`src/rtl/stack_game_core.sv`:
```
// Block-stacking game engine: control FSM plus datapath that slides the block,
// evaluates drops against the block below and tracks score, chances and level.
module stack_game_core #(
  parameter int unsigned SCREEN_W     = 160,
  parameter int unsigned X_W          = 8,
  parameter int unsigned Y_W          = 7,
  parameter int unsigned ROWS         = 15,
  parameter int unsigned ROW_H        = 8,
  parameter int unsigned BLOCK_W_INIT = 32,
  parameter int unsigned CHANCES      = 3,
  parameter int unsigned TICK_DIV     = 833333,
  parameter int unsigned SPEED_STEP   = 4
) (
  input  logic           clk,
  input  logic           resetn,
  input  logic           KEY,
  output logic           sync,
  output logic           o,
  output logic [X_W-1:0] x,
  output logic [X_W-1:0] width,
  output logic [X_W-1:0] prev_x,
  output logic [X_W-1:0] prev_width,
  output logic [Y_W-1:0] y,
  output logic [3:0]     score,
  output logic [3:0]     chances,
  output logic [2:0]     level,
  output logic [1:0]     game_status
);

  localparam int unsigned TICK_W = $clog2(TICK_DIV);
  localparam int unsigned ROW_W  = $clog2(ROWS + 1);
  localparam int unsigned SPD_W  = $clog2(SPEED_STEP + 1);
  localparam int unsigned P_W    = X_W + 1;

  localparam logic [TICK_W-1:0] TICK_LAST   = TICK_W'(TICK_DIV - 1);
  localparam logic [X_W-1:0]    BLOCK_W_RST = X_W'(BLOCK_W_INIT);
  localparam logic [X_W-1:0]    PREV_X_RST  = X_W'((SCREEN_W - BLOCK_W_INIT) / 2);
  localparam logic [Y_W-1:0]    Y_RST       = Y_W'(ROW_H * (ROWS - 1));
  localparam logic [3:0]        CHANCES_RST = 4'(CHANCES);
  localparam logic [P_W-1:0]    SCREEN_P    = P_W'(SCREEN_W);
  localparam logic [ROW_W-1:0]  ROWS_R      = ROW_W'(ROWS);
  localparam logic [SPD_W-1:0]  SPD_LAST    = SPD_W'(SPEED_STEP - 1);
  localparam logic              DIR_RIGHT   = 1'b0;
  localparam logic              DIR_LEFT    = 1'b1;

  typedef enum logic [2:0] {S_IDLE, S_MOVE, S_EVAL, S_WIN, S_LOSE} state_t;

  state_t            state_q, state_n;
  logic [TICK_W-1:0] tick_cnt;
  logic              key_m, key_s, key_d, press;
  logic              dir_q, dir_n;
  logic [ROW_W-1:0]  row_q, row_n;
  logic [SPD_W-1:0]  spd_q, spd_n;
  logic [X_W-1:0]    x_n, width_n, prev_x_n, prev_width_n;
  logic [Y_W-1:0]    y_n;
  logic [3:0]        score_n, chances_n;
  logic [2:0]        level_n;
  logic              o_n;
  logic [P_W-1:0]    step, x_p, w_p, px_p, pw_p, x_end, p_end, lo, hi, ov_w;
  logic              hit;

  function automatic logic [Y_W-1:0] row_to_y(input logic [ROW_W-1:0] r);
    return Y_W'(ROW_H * (ROWS - 1 - 32'(r)));
  endfunction

  function automatic logic [1:0] status_of(input state_t s);
    case (s)
      S_IDLE:         return 2'd0;
      S_MOVE, S_EVAL: return 2'd1;
      S_WIN:          return 2'd2;
      default:        return 2'd3;
    endcase
  endfunction

  // Free-running movement tick; sync marks the wrap cycle.
  always_ff @(posedge clk or negedge resetn) begin
    if (!resetn) begin
      tick_cnt <= '0;
      sync     <= 1'b0;
    end else if (tick_cnt == TICK_LAST) begin
      tick_cnt <= '0;
      sync     <= 1'b1;
    end else begin
      tick_cnt <= tick_cnt + TICK_W'(1);
      sync     <= 1'b0;
    end
  end

  // Synchroniser flops reset low so a key held through reset is not a press.
  always_ff @(posedge clk or negedge resetn) begin
    if (!resetn) begin
      key_m <= 1'b0;
      key_s <= 1'b0;
      key_d <= 1'b0;
      press <= 1'b0;
    end else begin
      key_m <= KEY;
      key_s <= key_m;
      key_d <= key_s;
      press <= key_d & ~key_s;
    end
  end

  // Overlap of the moving block with the block below, at X_W+1 bits.
  always_comb begin
    step  = P_W'(level) + P_W'(1);
    x_p   = P_W'(x);
    w_p   = P_W'(width);
    px_p  = P_W'(prev_x);
    pw_p  = P_W'(prev_width);
    x_end = x_p + w_p;
    p_end = px_p + pw_p;
    lo    = (x_p > px_p) ? x_p : px_p;
    hi    = (x_end < p_end) ? x_end : p_end;
    hit   = hi > lo;
    ov_w  = hi - lo;
  end

  always_comb begin
    state_n      = state_q;
    x_n          = x;
    dir_n        = dir_q;
    width_n      = width;
    prev_x_n     = prev_x;
    prev_width_n = prev_width;
    row_n        = row_q;
    spd_n        = spd_q;
    score_n      = score;
    chances_n    = chances;
    level_n      = level;
    o_n          = o;
    y_n          = y;
    case (state_q)
      S_IDLE: begin
        if (press) state_n = S_MOVE;
      end
      S_MOVE: begin
        if (press) begin
          state_n = S_EVAL;
        end else if (sync) begin
          if (dir_q == DIR_RIGHT) begin
            if (x_end + step > SCREEN_P) begin
              x_n   = X_W'(SCREEN_P - w_p);
              dir_n = DIR_LEFT;
            end else begin
              x_n = X_W'(x_p + step);
            end
          end else begin
            if (x_p < step) begin
              x_n   = '0;
              dir_n = DIR_RIGHT;
            end else begin
              x_n = X_W'(x_p - step);
            end
          end
        end
      end
      S_EVAL: begin
        x_n   = '0;
        dir_n = DIR_RIGHT;
        if (hit) begin
          o_n          = 1'b1;
          prev_x_n     = X_W'(lo);
          prev_width_n = X_W'(ov_w);
          width_n      = X_W'(ov_w);
          if (score != 4'hF) score_n = score + 4'd1;
          row_n = row_q + ROW_W'(1);
          if (spd_q == SPD_LAST) begin
            spd_n = '0;
            if (level != 3'd7) level_n = level + 3'd1;
          end else begin
            spd_n = spd_q + SPD_W'(1);
          end
          // y keeps its last playing value once the tower is complete
          if (row_n == ROWS_R) begin
            state_n = S_WIN;
          end else begin
            state_n = S_MOVE;
            y_n     = row_to_y(row_n);
          end
        end else begin
          o_n = 1'b0;
          if (chances <= 4'd1) begin
            chances_n = '0;
            state_n   = S_LOSE;
          end else begin
            chances_n = chances - 4'd1;
            state_n   = S_MOVE;
          end
        end
      end
      S_WIN, S_LOSE: begin
        if (press) begin
          state_n      = S_IDLE;
          x_n          = '0;
          dir_n        = DIR_RIGHT;
          width_n      = BLOCK_W_RST;
          prev_x_n     = PREV_X_RST;
          prev_width_n = BLOCK_W_RST;
          row_n        = '0;
          spd_n        = '0;
          score_n      = '0;
          chances_n    = CHANCES_RST;
          level_n      = '0;
          o_n          = 1'b0;
          y_n          = Y_RST;
        end
      end
      default: state_n = S_IDLE;
    endcase
  end

  always_ff @(posedge clk or negedge resetn) begin
    if (!resetn) begin
      state_q     <= S_IDLE;
      game_status <= 2'd0;
      x           <= '0;
      dir_q       <= DIR_RIGHT;
      width       <= BLOCK_W_RST;
      prev_x      <= PREV_X_RST;
      prev_width  <= BLOCK_W_RST;
      row_q       <= '0;
      spd_q       <= '0;
      score       <= '0;
      chances     <= CHANCES_RST;
      level       <= '0;
      o           <= 1'b0;
      y           <= Y_RST;
    end else begin
      state_q     <= state_n;
      game_status <= status_of(state_n);
      x           <= x_n;
      dir_q       <= dir_n;
      width       <= width_n;
      prev_x      <= prev_x_n;
      prev_width  <= prev_width_n;
      row_q       <= row_n;
      spd_q       <= spd_n;
      score       <= score_n;
      chances     <= chances_n;
      level       <= level_n;
      o           <= o_n;
      y           <= y_n;
    end
  end

endmodule
```
`config.mk`:
```
export PLATFORM = sky130hd
export DESIGN_NAME = stack_game_core
export DESIGN_NICKNAME = d
export VERILOG_FILES = /design/src/rtl/stack_game_core.sv
export SDC_FILE = /design/constraint.sdc
export NUM_CORES = 1
export LEC_CHECK = 0
export ABC_AREA = 1
export ABC_CLOCK_PERIOD_IN_PS = 6620
export CAP_MARGIN = 20
export CORE_ASPECT_RATIO = 0.7
export CORE_MARGIN = 2
export CORE_UTILIZATION = 45
export CTS_CLUSTER_SIZE = 30
export DETAILED_ROUTE_END_ITERATION = 10
export HOLD_SLACK_MARGIN = 0.06
export PLACE_DENSITY = 0.71
export SETUP_SLACK_MARGIN = 0.5
export SKIP_CTS_REPAIR_TIMING = 1
export SYNTH_ARGS = -nofsm -noshare
export SYNTH_HDL_FRONTEND = slang
export SYNTH_SLANG_ARGS = --single-unit
```
`constraint.sdc`:
```
create_clock -name clk -period 6.62 [get_ports clk]
set_clock_uncertainty 0.1 [all_clocks]
set_input_delay 1.324 -clock clk [delete_from_list [all_inputs] [get_ports clk]]
set_output_delay 1.324 -clock clk [all_outputs]
set_load 0.01 [all_outputs]
```
Yosys cells after proc, flatten, opt, wreduce, memory -nomap -nowiden
Cells that the tools add are included.

Add/sub/neg operators: 15. Bitwise operators: 2. Mux-type cells: 56. Equal/unequal tests: 21. Magnitude comparators: 6. Reduce and logical (&&, ||, !) cells: 13.

Operator list (number): 8-bit two-way mux (11); 3-bit two-way mux (11); 8-bit case mux with 2 select lines (2); 4-bit two-way mux (7); 4-bit case mux with 2 select lines (3); 8-bit case mux with 3 select lines (1); 7-bit two-way mux (3); 20-bit by 1-bit adder with 20-bit output, second input constant (1); 20-bit equality test, second input constant (1); 20-bit two-way mux (1); 8-bit by 8-bit adder with 9-bit output (2); 2-bit != test, second input constant (9); 3-bit by 2-bit equality test with 1-bit output, second input constant (5); 7-bit case mux with 2 select lines (1); 3-bit case mux with 2 select lines (2); 3-bit case mux with 4 select lines (1); 4-bit AND reduction (3); 9-bit by 4-bit adder with 9-bit output (1); 9-bit by 8-bit greater-than comparator with 1-bit output (1); 9-bit by 8-bit greater-than comparator with 1-bit output, second input constant (1); 9-bit < comparator (1); 9-bit two-way mux (1); 4-bit by 1-bit adder with 4-bit output, second input constant (2); 8-bit by 4-bit adder with 8-bit output (1); other kinds (29) (41).

Bits of input ports: 3. Output and inout bits: 54. Register bits: 81. Word-level logic and storage cells: 132.

Depth between registers and ports, before layout
Gate-level depths: netlist of the first run.

Depth in word-level cells: 9. Depth in mapped cells: 36. Mapped depth without buffers: 34.

Least setup slack after synthesis of the first run
Ideal clock, no wire load.

Path type: reg2reg. Start: register prev_width[0]. End: register prev_width[2]. Buffers on the path: 3. Required time: 6.444 ns. Cell stages (with the launch flop): 30. Clock period less this slack: 4.680 ns. Data arrival time: 4.504 ns. Slack: 1.940 ns. Setup time: 0.076 ns. Path through: dfrtp_1 ha_1 inv_1 fa_1 o21ai_1 nand2_1 o21ai_0 xor2_1 inv_1 ha_1 a21oi_1 o21a_1 nand3_1 inv_1 clkbuf_1 o21ai_0 ha_1 a21oi_1 o21ai_1 nand2_1 o211ai_1 nand2_1 nand2_1 o21ai_1 nand3_1 nand2_1 buf_6 buf_6 nand2_1 o21ai_1.

Word-level cells in the longest chain between the ends: 6. Elaborated cells between the ends (all ways): 10. Those cells by class: add/sub (3); order compare (2); eq/ne (1); mux (3); reduce/logical (1).

Ends and longest elaborated chain: start, declared (RTL line 22) `output logic [X_W-1:0] prev_width,`; start signal, assigned (RTL line 236) `prev_width <= prev_width_n;`; 8-bit by 8-bit adder with 9-bit output (on tied branches); 9-bit < comparator (RTL line 114) `hi = (x_end < p_end) ? x_end : p_end;`; 9-bit two-way mux (*) (RTL line 114); 8-bit subtractor or 9-bit by 8-bit greater-than comparator with 1-bit output (tied branches) (RTL line 116, 115); 8-bit two-way mux or 2-bit != test (tied branches); 8-bit case mux with 2 select lines or 3-bit AND reduction (tied branches).

Every way passes the cells marked *; elsewhere a longest branch is shown, timed or not. The select of a mux whose other input is x is not followed. A chain may end at the register's enable or synchronous reset.

Worst setup path after layout of the first run
Start: register prev_width[0]. End: register y[3].

Word-level cells in the longest chain between the ends: 6. Elaborated cells between the ends (all ways): 7. Those cells by class: add/sub (2); order compare (2); eq/ne (1); mux (1); reduce/logical (1).

Ends and longest elaborated chain: 8-bit by 8-bit adder with 9-bit output (on tied branches); 9-bit < comparator (RTL line 114); 9-bit two-way mux (*) (RTL line 114); 9-bit by 8-bit greater-than comparator with 1-bit output (*) (RTL line 115) `hit = hi > lo;`; 2-bit != test (no line) (*); 4-bit AND reduction (no line) (*); end signal, assigned (RTL line 243) `y <= y_n;`; end, declared (RTL line 23) `output logic [Y_W-1:0] y,`.

Every way passes the cells marked *; elsewhere a longest branch is shown, timed or not.

==> results.txt, run 1 <==
Status = completed
Crit Path Category = register to register
Root Buffer = clkbuf_16
Nets@finish = 1028
Row cnt = 36
Worst VDD drop = 0.339 mV
Drt drc = 0
Pwr Density = 495 nW/µm²
Final period util = 0.826
Clk sinks = 78
Leakage power = 0.00373 µW
Slew @ Worst Pin = 1.03 ns
CP max stage cell = dfrtp_1
Post-Syn Area = 6480 µm²
Seq/Total Area, Yosys = 0.303
Post-route cell area = 7410 µm²
Synth Warn # = 0
Final hold violations = 0
N_diodes = 0
CTS buffer count = 9
Critical Path AT = 5.60 ns
Total power = 3670 µW
Worst-Skew Late Latency = 0.34 ns
GPL Wtd Cong = 0.921
IO Pins = 57
Synth cell count leaders = 247 x nand2_1, 122 x inv_1, 81 x nor2_1, 71 x dfrtp_1, 64 x ha_1
Post-synth top area share = 0.274
Highest Signal Layer = met4
Core ar. = 14000 µm²
Vias per inst = 5.21
Primary FF master, synth = dfrtp_1
Seq cells post-synth = 78
Fin crit period = 5.47 ns
Dominant cell type by area after synthesis = dfrtp_1
Vias in the first global route = 5372
GRT Total Usage = 0.225
WL/cell = 14.5 µm
Most used cell along the critical path = nand2_1
Via count = 5988
Final setup fails = 0
Number of synthesized flops with an enable pin = 0
Hpwl dp = 12.7 mm
Port bufs = 53
CTS HTree Levels = 3
DIE AREA = 15400 µm²
Dominant cells by area after synthesis = dfrtp_1 27%, nand2_1 14%, ha_1 12%
Fmax achieved = 183 MHz
Slew Limit Fails = 0
CTS tree = yes
Post-Route WL = 16.7 mm
Grt ovf = 0
WL met3 = 1.23 mm
Avg Cell Area, Syn = 7.10 µm²
Most common cell in the netlist = nand2_1
Max Cap Viol = 0
TritonRoute pass-1 iters = 8
Initial antenna violation count = 0
HP Class = register to register
Share of cells above drive strength 1 = 0.0531
Setup total negative slack = 0 ns
CP Capture Type = register
CP peak stage delay = 0.46 ns
Synth-to-layout area growth = 14.3%
CP Launch Type = register
RSZ-0062 raised after global routing = false
Metal1 wirelength = 8.45 mm
Clk buf depth = 2
Die height = 104 µm
First-pass GRT wire length = 27.6 mm
Worst endpoint required time = 6.75 ns
Worst-path fanout max = 32
Count of cell types in the netlist = 47
Asr flop ratio synth = 1.00
Chip Width = 147 µm
Clk pin slew, worst setup/hold paths = 0.06 ns
Iter 0 DRT Violations = 514
Placed cell area = 7110 µm²
Initial core utilization = 0.463
Routed Antenna Nets = 0
Slew headroom = 0.312
Largest net degree at the start of global routing = 74
WL met2 = 6.72 mm
Post-synthesis cell count = 913
## path summary, 6_finish.rpt
check,startpoint,depth (start not counted),to,slack [ns]
worst min-delay path,key_m,0,key_s,0.25
worst min register to register,key_m,0,key_s,0.25
min in group asynchronous,resetn,1,prev_width[7],0.68
worst max register to register,prev_width[0],31,y[3],1.15
worst max-delay path,prev_width[0],31,y[3],1.15
max in group asynchronous,resetn,2,prev_x[1],4.64
## placed cells by master (no fill, tap or decap), types with 4 or more instances in the layout
master	n
xnor2_1	12
xor2_1	24
clkbuf_16	9
nand3b_1	4
ha_1	64
nand2_1	247
dfstp_2	7
inv_1	122
nor2_1	81
fa_1	6
o21ai_0	48
a21oi_1	42
nand3_1	60
nand4_1	12
nor4_1	8
o211ai_1	5
dfrtp_1	71
nand2_2	4
clkdlybuf4s50_1	52
o21ai_1	11
or2_2	4
nor3_1	21
## cell families (layout without fill, tap and decap cells)
kind of cell | count (synthesis) | in the layout | synth area share
AND/OR/NAND/NOR | 454 | 454 | 0.303
AO/OA/AOI/OAI | 122 | 122 | 0.105
flip-flops | 78 | 78 | 0.303
buffers and inverters | 152 | 197 | 0.0981
adder cells (fa/ha/maj) | 70 | 70 | 0.142
other | 1 | 3 | 0.000579
XOR/XNOR | 36 | 36 | 0.0486
## critical path, delay by kind of cell (launching register included)
| kind | cells | cell delay [ns] |
|---|---|---|
| adders and majority gates | 4 | 1.10 |
| and+or+nand+nor | 14 | 1.59 |
| buffers and inverters | 5 | 0.80 |
| AOI/OAI and AO/OA | 7 | 1.10 |
| xor gates and xnor gates | 1 | 0.21 |
| DFF | 1 | 0.46 |
## per-layer routing
| layer | global-route usage | vias to the layer above |
|---|---|---|
| met5 | 0 | - |
| met4 | 0.0515 | 0 |
| met3 | 0.0482 | 19 |
| met2 | 0.315 | 184 |
| met1 | 0.349 | 2742 |
| li1 | - | 3043 |
## where the power goes
part,switching (µW),leakage [µW],internal [µW]
Combinational,1510,0.00258,931
Clock,206,0.000142,293
Sequential,134,0.00101,595
Total,1850,0.00373,1820
## stage by stage
stage	util	std cells	hold slack [ns]	setup slack, ns
final	0.529	1150	0.255	1.15
after global routing	0.529	1150	0.268	0.528
after detailed placement	0.507	1134	0.241	1.06
after floorplan	-	915	0.231	1.94
after global placement	0.507	1134	0.238	1.25
after CTS	0.529	1150	0.255	1.01
## cell type report
class                   instances  area, µm²
clock buffers                   9        225
fillers                      1350       6600
well taps                     190        238
repair buffers                 55        543
inverters                     126        475
multi-input cells             685       3890
clock inverters                 7       72.6
flip-flops and latches         78       1960
## registers in the layout (all words and copies together) (netlist names), 4 cells and up
signal and count:
x 8, chances 4, tick_cnt 20, prev_width 8, prev_x 8, y 4, score 4, row_q 4
(Power assumes the default switching activity.)
==> run 2: changes to the inputs <==
--- a/config.mk
+++ b/config.mk
@@ -6,7 +6,7 @@
 export NUM_CORES = 1
 export LEC_CHECK = 0
 export ABC_AREA = 1
-export ABC_CLOCK_PERIOD_IN_PS = 6620
+export ABC_CLOCK_PERIOD_IN_PS = 5640
 export CAP_MARGIN = 20
 export CORE_ASPECT_RATIO = 0.7
 export CORE_MARGIN = 2
==> constraint.sdc (replaced) <==
create_clock -name clk -period 5.64 [get_ports clk]
set_clock_uncertainty 0.1 [all_clocks]
set_input_delay 1.128 -clock clk [delete_from_list [all_inputs] [get_ports clk]]
set_output_delay 1.128 -clock clk [all_outputs]
set_load 0.01 [all_outputs]
==> run 2 against run 1 <==
Count of clock-buffer cells in the layout unchanged; sequential power rose by 17%; die area did not move; sequential share of layout area is 0.82 points lower; cell count grew 1.3%; combinational power rose by 24%; wire length is 3.5% higher; largest power group unchanged; largest cell class unchanged; non-clock buffer count up 13; setup slack got worse by 0.27 ns; first-iteration DRC count fell by 19%; clock power is 28% higher.
==> results.txt, run 2 (same netlist as run 1, synthesis figures left out) <==
Slew headroom = 0.298 (was 0.312)
Row cnt = 36 (unchanged)
Initial antenna violation count = 1 (was 0)
Fin crit period = 4.75 ns (was 5.47 ns)
Initial core utilization = 0.463 (unchanged)
Port bufs = 53 (unchanged)
Final hold violations = 0 (unchanged)
Hpwl dp = 13.2 mm (was 12.7 mm)
Crit Path Category = register to register (unchanged)
Slew Limit Fails = 0 (unchanged)
Iter 0 DRT Violations = 416 (was 514)
WL/cell = 14.8 µm (was 14.5 µm)
CTS HTree Levels = 3 (unchanged)
CP Capture Type = register (unchanged)
Top reg by flops = tick_cnt (unchanged)
Largest register FFs = 20 (unchanged)
Worst VDD drop = 0.362 mV (was 0.339 mV)
Synth-to-layout area growth = 18.1% (was 14.3%)
Clk buf depth = 2 (unchanged)
Worst endpoint required time = 5.80 ns (was 6.75 ns)
Worst-Skew Late Latency = 0.34 ns (about the same)
Placement Setup Slack = 0.304 ns (was 1.06 ns)
Root Buffer = clkbuf_16 (unchanged)
CTS buffer count = 9 (unchanged)
First-pass GRT wire length = 27.8 mm (was 27.6 mm)
GPL Wtd Cong = 0.944 (was 0.921)
IO Pins = 57 (unchanged)
CP max stage cell = dfrtp_2 (was dfrtp_1)
Most frequent cells in the layout = 244 x nand2_1, 121 x inv_1, 79 x nor2_1 (was 247 x nand2_1, 122 x inv_1, 81 x nor2_1)
CP delay by family, top = simple AND/OR/NAND/NOR gates (unchanged)
Share of cells above drive strength 1 = 0.0842 (was 0.0531)
Final worst setup slack = 0.887 ns (was 1.15 ns)
GRT Total Usage = 0.228 (was 0.225)
DIE AREA = 15400 µm² (unchanged)
Chip Width = 147 µm (unchanged)
Leakage power = 0.00385 µW (was 0.00373 µW)
Max Cap Viol = 0 (unchanged)
Drt drc = 0 (unchanged)
CP Launch Type = register (unchanged)
Routed Antenna Nets = 0 (unchanged)
Setup total negative slack = 0 ns (unchanged)
Filler cells = 1351 (was 1350)
Largest net degree at the start of global routing = 58 (was 74)
Critical Path AT = 4.91 ns (was 5.60 ns)
Final period util = 0.843 (was 0.826)
Via count = 5951 (was 5988)
Post-Route WL = 17.2 mm (was 16.7 mm)
Grt ovf = 0 (unchanged)
Core ar. = 14000 µm² (unchanged)
Clk sinks = 78 (unchanged)
TritonRoute pass-1 iters = 5 (was 8)
Worst-path fanout max = 16 (was 32)
Slew @ Worst Pin = 1.05 ns (was 1.03 ns)
Most used cell along the critical path = nand2_1 (unchanged)
Most common cell after layout, fill and taps aside = nand2_1 (unchanged)
Hold WS = 0.252 ns (was 0.255 ns)
Clk pin slew, worst setup/hold paths = 0.07 ns (was 0.06 ns)
Vias per inst = 5.11 (was 5.21)
Status = completed (unchanged)
Final setup fails = 0 (unchanged)
Vias in the first global route = 5384 (was 5372)
Die height = 104 µm (unchanged)
CTS tree = yes (unchanged)
RSZ-0062 raised after global routing = false (unchanged)
Fmax achieved = 210 MHz (was 183 MHz)
HP Class = register to register (unchanged)
Nets@finish = 1042 (was 1028)
CP peak stage delay = 0.45 ns (was 0.46 ns)
Pwr Density = 591 nW/µm² (was 495 nW/µm²)
Worst Path Buf+Inv = 4 (was 5)
## run 2: changes by cell type in the layout (fill, tap and decap cells not counted), sizes merged
cell      change
bufinv        +1
clkinv        -2
clkinvlp      -1
clkbuf        +1
diode         +1
inv           +3
buf          +12
## run 2: path summary, 6_finish.rpt
kind                               startpoint       endpoint  slack, ns  cells past startpoint
worst max-delay path            prev_width[0]  prev_width[5]       0.89                     27
worst min-delay path                    key_m          key_s       0.25                      0
worst max register to register  prev_width[0]  prev_width[5]       0.89                     27
worst min register to register          key_m          key_s       0.25                      0
max in group asynchronous              resetn          press       3.85                      2
min in group asynchronous              resetn      prev_x[5]       0.57                      1
## run 2: area by class of cell
type                            instances  area (µm²)  share of cell area
Clock inverter                          7         103              0.0134
Clock buffer                            9         225              0.0294
Sequential cell                        78        1960               0.256
Antenna cell                            1        2.50            0.000327
Timing Repair inverter                  1        6.26            0.000817
Inverter                              126         480              0.0628
Timing Repair Buffer                   68         683              0.0893
Multi-Input combinational cell        685        3950               0.516
Tap cell                              190         238              0.0311
## run 2: through the flow
step | power [µW] | area (µm²) | cells | utilization
floorplan | 2900 | 6490 | 915 | -
CTS | 4340 | 7480 | 1156 | 0.534
finish | 4520 | 7650 | 1165 | 0.546
global placement | 3650 | 7150 | 1140 | 0.511
detailed placement | 3670 | 7150 | 1140 | 0.511
global route | 4970 | 7650 | 1164 | 0.546
## run 2: where the power goes
group          total, µW  switching, µW  internal, µW  leakage, µW
clock network        641            248           393     0.000157
logic               3030           1840          1190      0.00269
registers            853            153           700      0.00101
total               4520           2250          2280      0.00385
## run 2: per-layer routing
| layer | vias up | track usage | wire length (µm) |
|---|---|---|---|
| li1 | 3067 | - | - |
| met1 | 2700 | 0.362 | 8940 |
| met2 | 171 | 0.318 | 6880 |
| met3 | 13 | 0.0474 | 1270 |
| met4 | 0 | 0.0385 | 148 |
| met5 | - | 0 | 0 |
